--- src/rtl/cmp_arbiter_if.sv ---
// Requester, response and compare-unit signals of cmp_arbiter.
// master: requesters plus compare unit; slave: the arbiter.
interface cmp_arbiter_if #(
  parameter int WIDTH = 16
);
  logic             REQ0_VALID;
  logic [WIDTH-1:0] REQ0_A;
  logic [WIDTH-1:0] REQ0_B;
  logic [1:0]       REQ0_FUN;
  logic             REQ0_READY;
  logic             REQ1_VALID;
  logic [WIDTH-1:0] REQ1_A;
  logic [WIDTH-1:0] REQ1_B;
  logic [1:0]       REQ1_FUN;
  logic             REQ1_READY;
  logic             RSP0_VALID;
  logic             RSP1_VALID;
  logic [WIDTH-1:0] RSP_DATA;
  logic             RSP_ERR;
  logic             BUSY;
  logic [WIDTH-1:0] CMP_A;
  logic [WIDTH-1:0] CMP_B;
  logic [1:0]       CMP_FUN;
  logic             CMP_Enable;
  logic [WIDTH-1:0] CMP_OUT;
  logic             CMP_Flag;

  modport master (
    output REQ0_VALID, REQ0_A, REQ0_B, REQ0_FUN,
    output REQ1_VALID, REQ1_A, REQ1_B, REQ1_FUN,
    output CMP_OUT, CMP_Flag,
    input  REQ0_READY, REQ1_READY,
    input  RSP0_VALID, RSP1_VALID, RSP_DATA, RSP_ERR,
    input  BUSY, CMP_A, CMP_B, CMP_FUN, CMP_Enable
  );

  modport slave (
    input  REQ0_VALID, REQ0_A, REQ0_B, REQ0_FUN,
    input  REQ1_VALID, REQ1_A, REQ1_B, REQ1_FUN,
    input  CMP_OUT, CMP_Flag,
    output REQ0_READY, REQ1_READY,
    output RSP0_VALID, RSP1_VALID, RSP_DATA, RSP_ERR,
    output BUSY, CMP_A, CMP_B, CMP_FUN, CMP_Enable
  );
endinterface

--- src/rtl/cmp_arbiter.sv ---
// Round-robin sharing of one registered compare unit between two
// requesters, with a watchdog that answers with an error on timeout.
module cmp_arbiter #(
  parameter int WIDTH       = 16,
  parameter int TIMEOUT_CYC = 8
) (
  input logic          CLK,
  input logic          RST,
  cmp_arbiter_if.slave bus
);

  localparam logic [1:0] IDLE  = 2'd0;
  localparam logic [1:0] ISSUE = 2'd1;
  localparam logic [1:0] WAIT  = 2'd2;

  localparam int CW =
    (TIMEOUT_CYC > 2) ? $clog2(TIMEOUT_CYC) : 1;
  localparam logic [CW-1:0] CNT_MAX = CW'(TIMEOUT_CYC - 1);

  logic [1:0]       state;
  logic             ptr;
  logic             owner;
  logic [CW-1:0]    cnt;
  logic [WIDTH-1:0] a_q;
  logic [WIDTH-1:0] b_q;
  logic [1:0]       fun_q;
  logic [WIDTH-1:0] data_q;
  logic             err_q;
  logic             rsp0_q;
  logic             rsp1_q;

  logic v0;
  logic v1;
  logic gnt_any;
  logic gnt_id;

  assign v0 = bus.REQ0_VALID;
  assign v1 = bus.REQ1_VALID;

  // ptr names the winner of a tie
  always_comb begin
    gnt_any = v0 | v1;
    gnt_id  = 1'b0;
    unique case (1'b1)
      (v0 & v1):  gnt_id = ptr;
      (v0 & ~v1): gnt_id = 1'b0;
      default:    gnt_id = 1'b1;
    endcase
  end

  assign bus.REQ0_READY =
    (state == IDLE) & gnt_any & ~gnt_id;
  assign bus.REQ1_READY =
    (state == IDLE) & gnt_any & gnt_id;

  assign bus.BUSY       = (state != IDLE);
  assign bus.CMP_Enable = (state == ISSUE);
  assign bus.CMP_A      = a_q;
  assign bus.CMP_B      = b_q;
  assign bus.CMP_FUN    = fun_q;
  assign bus.RSP_DATA   = data_q;
  assign bus.RSP_ERR    = err_q;
  assign bus.RSP0_VALID = rsp0_q;
  assign bus.RSP1_VALID = rsp1_q;

  always_ff @(posedge CLK) begin
    if (RST) begin
      state  <= IDLE;
      ptr    <= 1'b0;
      owner  <= 1'b0;
      cnt    <= '0;
      a_q    <= '0;
      b_q    <= '0;
      fun_q  <= '0;
      data_q <= '0;
      err_q  <= 1'b0;
      rsp0_q <= 1'b0;
      rsp1_q <= 1'b0;
    end else begin
      rsp0_q <= 1'b0;
      rsp1_q <= 1'b0;
      unique case (state)
        IDLE: begin
          if (gnt_any) begin
            a_q   <= gnt_id ? bus.REQ1_A : bus.REQ0_A;
            b_q   <= gnt_id ? bus.REQ1_B : bus.REQ0_B;
            fun_q <= gnt_id ? bus.REQ1_FUN
                            : bus.REQ0_FUN;
            owner <= gnt_id;
            if (v0 & v1)
              ptr <= ~gnt_id;
            state <= ISSUE;
          end
        end
        ISSUE: begin
          cnt   <= '0;
          state <= WAIT;
        end
        WAIT: begin
          if (bus.CMP_Flag) begin
            data_q <= bus.CMP_OUT;
            err_q  <= 1'b0;
            rsp0_q <= ~owner;
            rsp1_q <= owner;
            state  <= IDLE;
          end else if (cnt == CNT_MAX) begin
            data_q <= '0;
            err_q  <= 1'b1;
            rsp0_q <= ~owner;
            rsp1_q <= owner;
            state  <= IDLE;
          end else begin
            cnt <= cnt + CW'(1);
          end
        end
        default: state <= IDLE;
      endcase
    end
  end

endmodule
--- src/flat_wrapper.sv ---
// flat-port wrapper written by rule: the top's interface ports become plain ports
module cmp_arbiter_flat 
#(
  parameter int WIDTH       = 16,
  parameter int TIMEOUT_CYC = 8
)
  (CLK, RST, bus_REQ0_VALID, bus_REQ0_A, bus_REQ0_B, bus_REQ0_FUN, bus_REQ1_VALID, bus_REQ1_A, bus_REQ1_B, bus_REQ1_FUN, bus_CMP_OUT, bus_CMP_Flag, bus_REQ0_READY, bus_REQ1_READY, bus_RSP0_VALID, bus_RSP1_VALID, bus_RSP_DATA, bus_RSP_ERR, bus_BUSY, bus_CMP_A, bus_CMP_B, bus_CMP_FUN, bus_CMP_Enable);
  cmp_arbiter_if #(.WIDTH(WIDTH)) bus_i ();
  input logic CLK;
  input logic RST;
  input wire logic [$bits(bus_i.REQ0_VALID)-1:0] bus_REQ0_VALID;
  input wire logic [$bits(bus_i.REQ0_A)-1:0] bus_REQ0_A;
  input wire logic [$bits(bus_i.REQ0_B)-1:0] bus_REQ0_B;
  input wire logic [$bits(bus_i.REQ0_FUN)-1:0] bus_REQ0_FUN;
  input wire logic [$bits(bus_i.REQ1_VALID)-1:0] bus_REQ1_VALID;
  input wire logic [$bits(bus_i.REQ1_A)-1:0] bus_REQ1_A;
  input wire logic [$bits(bus_i.REQ1_B)-1:0] bus_REQ1_B;
  input wire logic [$bits(bus_i.REQ1_FUN)-1:0] bus_REQ1_FUN;
  input wire logic [$bits(bus_i.CMP_OUT)-1:0] bus_CMP_OUT;
  input wire logic [$bits(bus_i.CMP_Flag)-1:0] bus_CMP_Flag;
  output wire logic [$bits(bus_i.REQ0_READY)-1:0] bus_REQ0_READY;
  output wire logic [$bits(bus_i.REQ1_READY)-1:0] bus_REQ1_READY;
  output wire logic [$bits(bus_i.RSP0_VALID)-1:0] bus_RSP0_VALID;
  output wire logic [$bits(bus_i.RSP1_VALID)-1:0] bus_RSP1_VALID;
  output wire logic [$bits(bus_i.RSP_DATA)-1:0] bus_RSP_DATA;
  output wire logic [$bits(bus_i.RSP_ERR)-1:0] bus_RSP_ERR;
  output wire logic [$bits(bus_i.BUSY)-1:0] bus_BUSY;
  output wire logic [$bits(bus_i.CMP_A)-1:0] bus_CMP_A;
  output wire logic [$bits(bus_i.CMP_B)-1:0] bus_CMP_B;
  output wire logic [$bits(bus_i.CMP_FUN)-1:0] bus_CMP_FUN;
  output wire logic [$bits(bus_i.CMP_Enable)-1:0] bus_CMP_Enable;
  assign bus_i.REQ0_VALID = bus_REQ0_VALID;
  assign bus_i.REQ0_A = bus_REQ0_A;
  assign bus_i.REQ0_B = bus_REQ0_B;
  assign bus_i.REQ0_FUN = bus_REQ0_FUN;
  assign bus_i.REQ1_VALID = bus_REQ1_VALID;
  assign bus_i.REQ1_A = bus_REQ1_A;
  assign bus_i.REQ1_B = bus_REQ1_B;
  assign bus_i.REQ1_FUN = bus_REQ1_FUN;
  assign bus_i.CMP_OUT = bus_CMP_OUT;
  assign bus_i.CMP_Flag = bus_CMP_Flag;
  assign bus_REQ0_READY = bus_i.REQ0_READY;
  assign bus_REQ1_READY = bus_i.REQ1_READY;
  assign bus_RSP0_VALID = bus_i.RSP0_VALID;
  assign bus_RSP1_VALID = bus_i.RSP1_VALID;
  assign bus_RSP_DATA = bus_i.RSP_DATA;
  assign bus_RSP_ERR = bus_i.RSP_ERR;
  assign bus_BUSY = bus_i.BUSY;
  assign bus_CMP_A = bus_i.CMP_A;
  assign bus_CMP_B = bus_i.CMP_B;
  assign bus_CMP_FUN = bus_i.CMP_FUN;
  assign bus_CMP_Enable = bus_i.CMP_Enable;
  cmp_arbiter #(.WIDTH(WIDTH), .TIMEOUT_CYC(TIMEOUT_CYC)) u_core (.CLK(CLK), .RST(RST), .bus(bus_i));
endmodule
--- config.mk ---
export PLATFORM = sky130hd
export DESIGN_NAME = cmp_arbiter_flat
export DESIGN_NICKNAME = d
export VERILOG_FILES = /design/src/rtl/cmp_arbiter_if.sv /design/src/rtl/cmp_arbiter.sv /design/src/flat_wrapper.sv
export SDC_FILE = /design/constraint.sdc
export NUM_CORES = 1
export LEC_CHECK = 0
export CORE_MARGIN = 4
export CORE_UTILIZATION = 42
export DETAILED_ROUTE_END_ITERATION = 10
export PLACE_DENSITY_LB_ADDON = 0.1
export SLEW_MARGIN = 20
export SYNTH_ARGS = -nofsm -noshare
export SYNTH_HDL_FRONTEND = slang
export SYNTH_SLANG_ARGS = --single-unit
--- constraint.sdc ---
create_clock -name CLK -period 3.7 [get_ports CLK]
set_clock_uncertainty 0.1 [all_clocks]
set_input_delay 0.37 -clock CLK [delete_from_list [all_inputs] [get_ports CLK]]
set_output_delay 0.37 -clock CLK [all_outputs]
set_load 0.03 [all_outputs]
==> impl_results.md <==
* Outcome: completed
* Clock transition at path regs at about 0.070 ns
* Syn Std Cell Area at roughly 2700 µm²
* P_int at roughly 1.4 mW
* Setup CP Type: reg -> out
* Worst reg2reg path startpoint: u_core.state[0]
* Top routing layer in use: met4
* Cell Chain, Critical Path: nor2_4, buf_4, nand2_1, nor2_1, clkdlybuf4s50_1
* Period utilization at 0.715
* Main flop type after synthesis: dfxtp_1
* Synth Area in Simple Gates at 0.167
* Clk network pwr share at 0.345
* Post-CTS Setup Inserts at 0
* # rows at 29
* Via/cell ratio at 5.20
* Slew headroom at 0.395
* Vias at 2736
* Final min period at 2.65 ns
* Part of the power in registers at 0.371
* GPL Wtd Cong at around 0.76
* Final Setup Violations at 0
* Buffers on Ports at roughly 150
* Source of the worst hold timing path: u_core.bus.RSP_DATA[10]
* Crit. End Element: output pin
* Largest net degree at the start of global routing at 40
* P_sw at slightly above 600 µW
* CTS Hold Bufs at 0
* Area grow syn2layout at 60.2%
* Pre-CTS WS at ~1.2 ns
* Crit start category: register
* CTS sink cnt at 60
* Effective utilization at floorplan at 0.433
* Max cap viols at 0
* Netlist cell types at 27
* Worst-Margin Slew at 0.907 ns
* R2r setup slk at between 1.5 and 2 ns
* RSZ-0062 raised after global routing: false
* HP Class: reg -> reg
* Leakage at about 1.6 nW
* Boundary Pins at roughly 150
* FMAX at around 0.38 GHz
* CP Depth at 5
* Post-synthesis net count at a little over 400
* Tot GR Track Use at 0.209
* Synthesis-stage register bit count at 60
* CTS tree: yes
* Antenna diode count at 0
* RR Endpoint: u_core.bus.CMP_A[4]
* Worst EP arrival at approximately 2.2 ns
* Met2 wire len at 4.10 mm
* Slowest cell on the critical path: clkdlybuf4s50_1
* GR Overflow Total at 0
* Initial drt markers at roughly 140
* Synth Instances at approximately 310
* Number of synthesized flops with an enable pin at 0
* Vias in the first global route at between 2000 and 3000
* Logic gate share of total power at 0.284
* Hold_ws at 0.371 ns
* Final ANT Viol Nets at 0
* Compound-Gate Fraction of Synth Area at 0.319
* Slew Limit Fails at 0
* Post-Route Utilization at 0.693
* Routed length on met3 at a little under 800 µm
* Final Hold Fails at 0
* Crit path largest cell delay at 0.70 ns
* Hold worst-path end: u_core.bus.RSP_DATA[10]
* Die Area at 7900 µm²
* Die height at ~89 µm
* Cts bufs inserted at 9
* Longest Clk Path Bufs at 2
* Buffer and inverter count on the worst path at 2
* Post-Synth Adder-Cell Area at 0.00911
* Fill cells at approximately 520
* Synth warnings at 0
* Largest family of logic cells by synthesized area: compound AO/OA/AOI/OAI gates
* Syn avg cell area at 8.75 µm²
* Core Box Area at approximately 6300 µm²
* CTS resizes at 0
* Reg2reg path depth at 4
* H-tree depth at 3
* Nets at around 540
* Post-DR wirelength/cell at 15.8 µm
* Peak VDD IR at approximately 300 µV
* TritonRoute pass-1 iters at 4
* First-pass GRT wire length at roughly 13 mm
* Pwr/cell area at 451 nW/µm²
* Hold depth at 2
* Post-Synth XOR/XNOR Area at 0.00319
* Initial antenna violation count at 0
* Clock latency on the worst-skew pair at ~0.34 ns
* Mux cell area share after synthesis at 0
* Detailed placement HPWL at approximately 5.7 mm
* Setup ws final at ~1.1 ns
* Switching share of total power at 0.306
* Final TNS setup at 0 ns
* WL final at 8.31 mm
* Crit path max-delay family: buffers and inverters
* Fraction of layout cells with a size suffix above 1 at 0.129
* Clock root buffer: clkbuf_8
* Crit path required time at between 3 and 4 ns
* Post-synthesis sequential area ratio at 0.437
* Ys async rst share at 0
* Width of the die at 88.9 µm
* Met1 wire length at 3.34 mm
* DRC Markers at 0
* Worst-path fanout max at 38
==> Yosys cell counts, types with 2 or more instances <==
| library cell | n | area, µm² |
|---|---|---|
| a21oi_1 | 55 | 275 |
| a311oi_1 | 4 | 35.0 |
| a311oi_2 | 30 | 450 |
| buf_2 | 10 | 50.1 |
| buf_6 | 5 | 56.3 |
| clkbuf_1 | 15 | 56.3 |
| dfxtp_1 | 60 | 1200 |
| ha_1 | 2 | 25.0 |
| inv_1 | 2 | 7.51 |
| nand2_1 | 87 | 327 |
| nand2b_1 | 3 | 18.8 |
| nand3_1 | 3 | 15.0 |
| nor2_1 | 8 | 30.0 |
| nor4b_1 | 2 | 17.5 |
| o21ai_0 | 16 | 80.1 |
==> flip-flops by register name, indices dropped and copies added (netlist names) <==
signal and count:
u_core.owner 1, u_core.ptr 1, u_core.bus.CMP_A 16, u_core.bus.RSP1_VALID 1, u_core.bus.RSP0_VALID 1, u_core.bus.CMP_B 16, u_core.bus.RSP_DATA 16, u_core.cnt 3
u_core.bus.CMP_FUN 2, u_core.state 2, u_core.bus.RSP_ERR 1
==> tightest hold or removal path, delay by kind of cell (launching register included) <==
| kind | cells | cell delay, ns |
|---|---|---|
| flops | 1 | 0.31 |
| compound gates | 2 | 0.12 |
==> layout by cell type (no fill, tap or decap), types with 2 or more instances in the layout <==
cell type and count:
clkdlybuf4s50_1 144, nand2_1 87, dfxtp_1 60, a21oi_1 55
a311oi_2 30, o21ai_0 16, clkbuf_8 11, nor2_1 6
buf_4 5, a311oi_1 4, nand2b_1 3, nand3_1 3
inv_1 2, nor4b_1 2, ha_1 2, bufinv_16 2
clkinvlp_4 2
==> worst max path at each step <==
| stage | endpoint | slack [ns] | from |
|---|---|---|---|
| 2_1_floorplan | bus_REQ0_READY | 1.85 | bus_REQ0_VALID |
| 3_3_place_gp | u_core.bus.CMP_A[8] | 1.28 | bus_REQ1_VALID |
| 3_5_place_dp | u_core.bus.CMP_A[5] | 1.25 | bus_REQ1_VALID |
| 4_1_cts | bus_REQ0_READY | 1.04 | u_core.state[0] |
| 5_1_grt | bus_REQ1_READY | 0.92 | u_core.state[0] |
| 6_report | bus_REQ1_READY | 1.05 | u_core.state[0] |
==> metrics by stage <==
stage / instances / power [mW] / cell area [µm²]
after floorplan: 314 / 1.08 / 2750
after global placement: 510 / 1.31 / 4170
after detailed placement: 510 / 1.32 / 4170
after CTS: 526 / 1.99 / 4400
after global routing: 526 / 2.07 / 4400
final: 526 / 1.99 / 4400
==> power groups by stage <==
stage | Clock (mW) | Combinational, mW | Sequential, mW
after floorplan | 0 | 0.230 | 0.847
after global placement | 0 | 0.559 | 0.749
after detailed placement | 0 | 0.565 | 0.750
after CTS | 0.690 | 0.568 | 0.736
after global routing | 0.724 | 0.601 | 0.742
final | 0.686 | 0.564 | 0.736
==> final cells by class <==
type | instances | area (µm²) | share of cell area
inverter | 2 | 7.51 | 0.00171
tap | 77 | 96.3 | 0.0219
sequential | 60 | 1200 | 0.273
clock inverter | 5 | 83.8 | 0.0190
multi-input combinational | 221 | 1380 | 0.313
clock buffer | 11 | 151 | 0.0344
timing repair buffer | 150 | 1480 | 0.337
==> metal layers <==
metal,vias up,global-route usage
met5,-,0
met4,0,0.0618
met3,7,0.0903
met2,89,0.356
met1,1264,0.237
li1,1376,-
==> kinds of logic (layout without fill, tap and decap cells) <==
kind of cell | Yosys count | count (layout)
fa+ha+maj | 2 | 2
compound gates | 109 | 109
flops | 60 | 60
simple gates | 109 | 109
xor+xnor | 1 | 1
buf+inv | 33 | 168
Note: power is estimated with default switching activity, not from simulation.
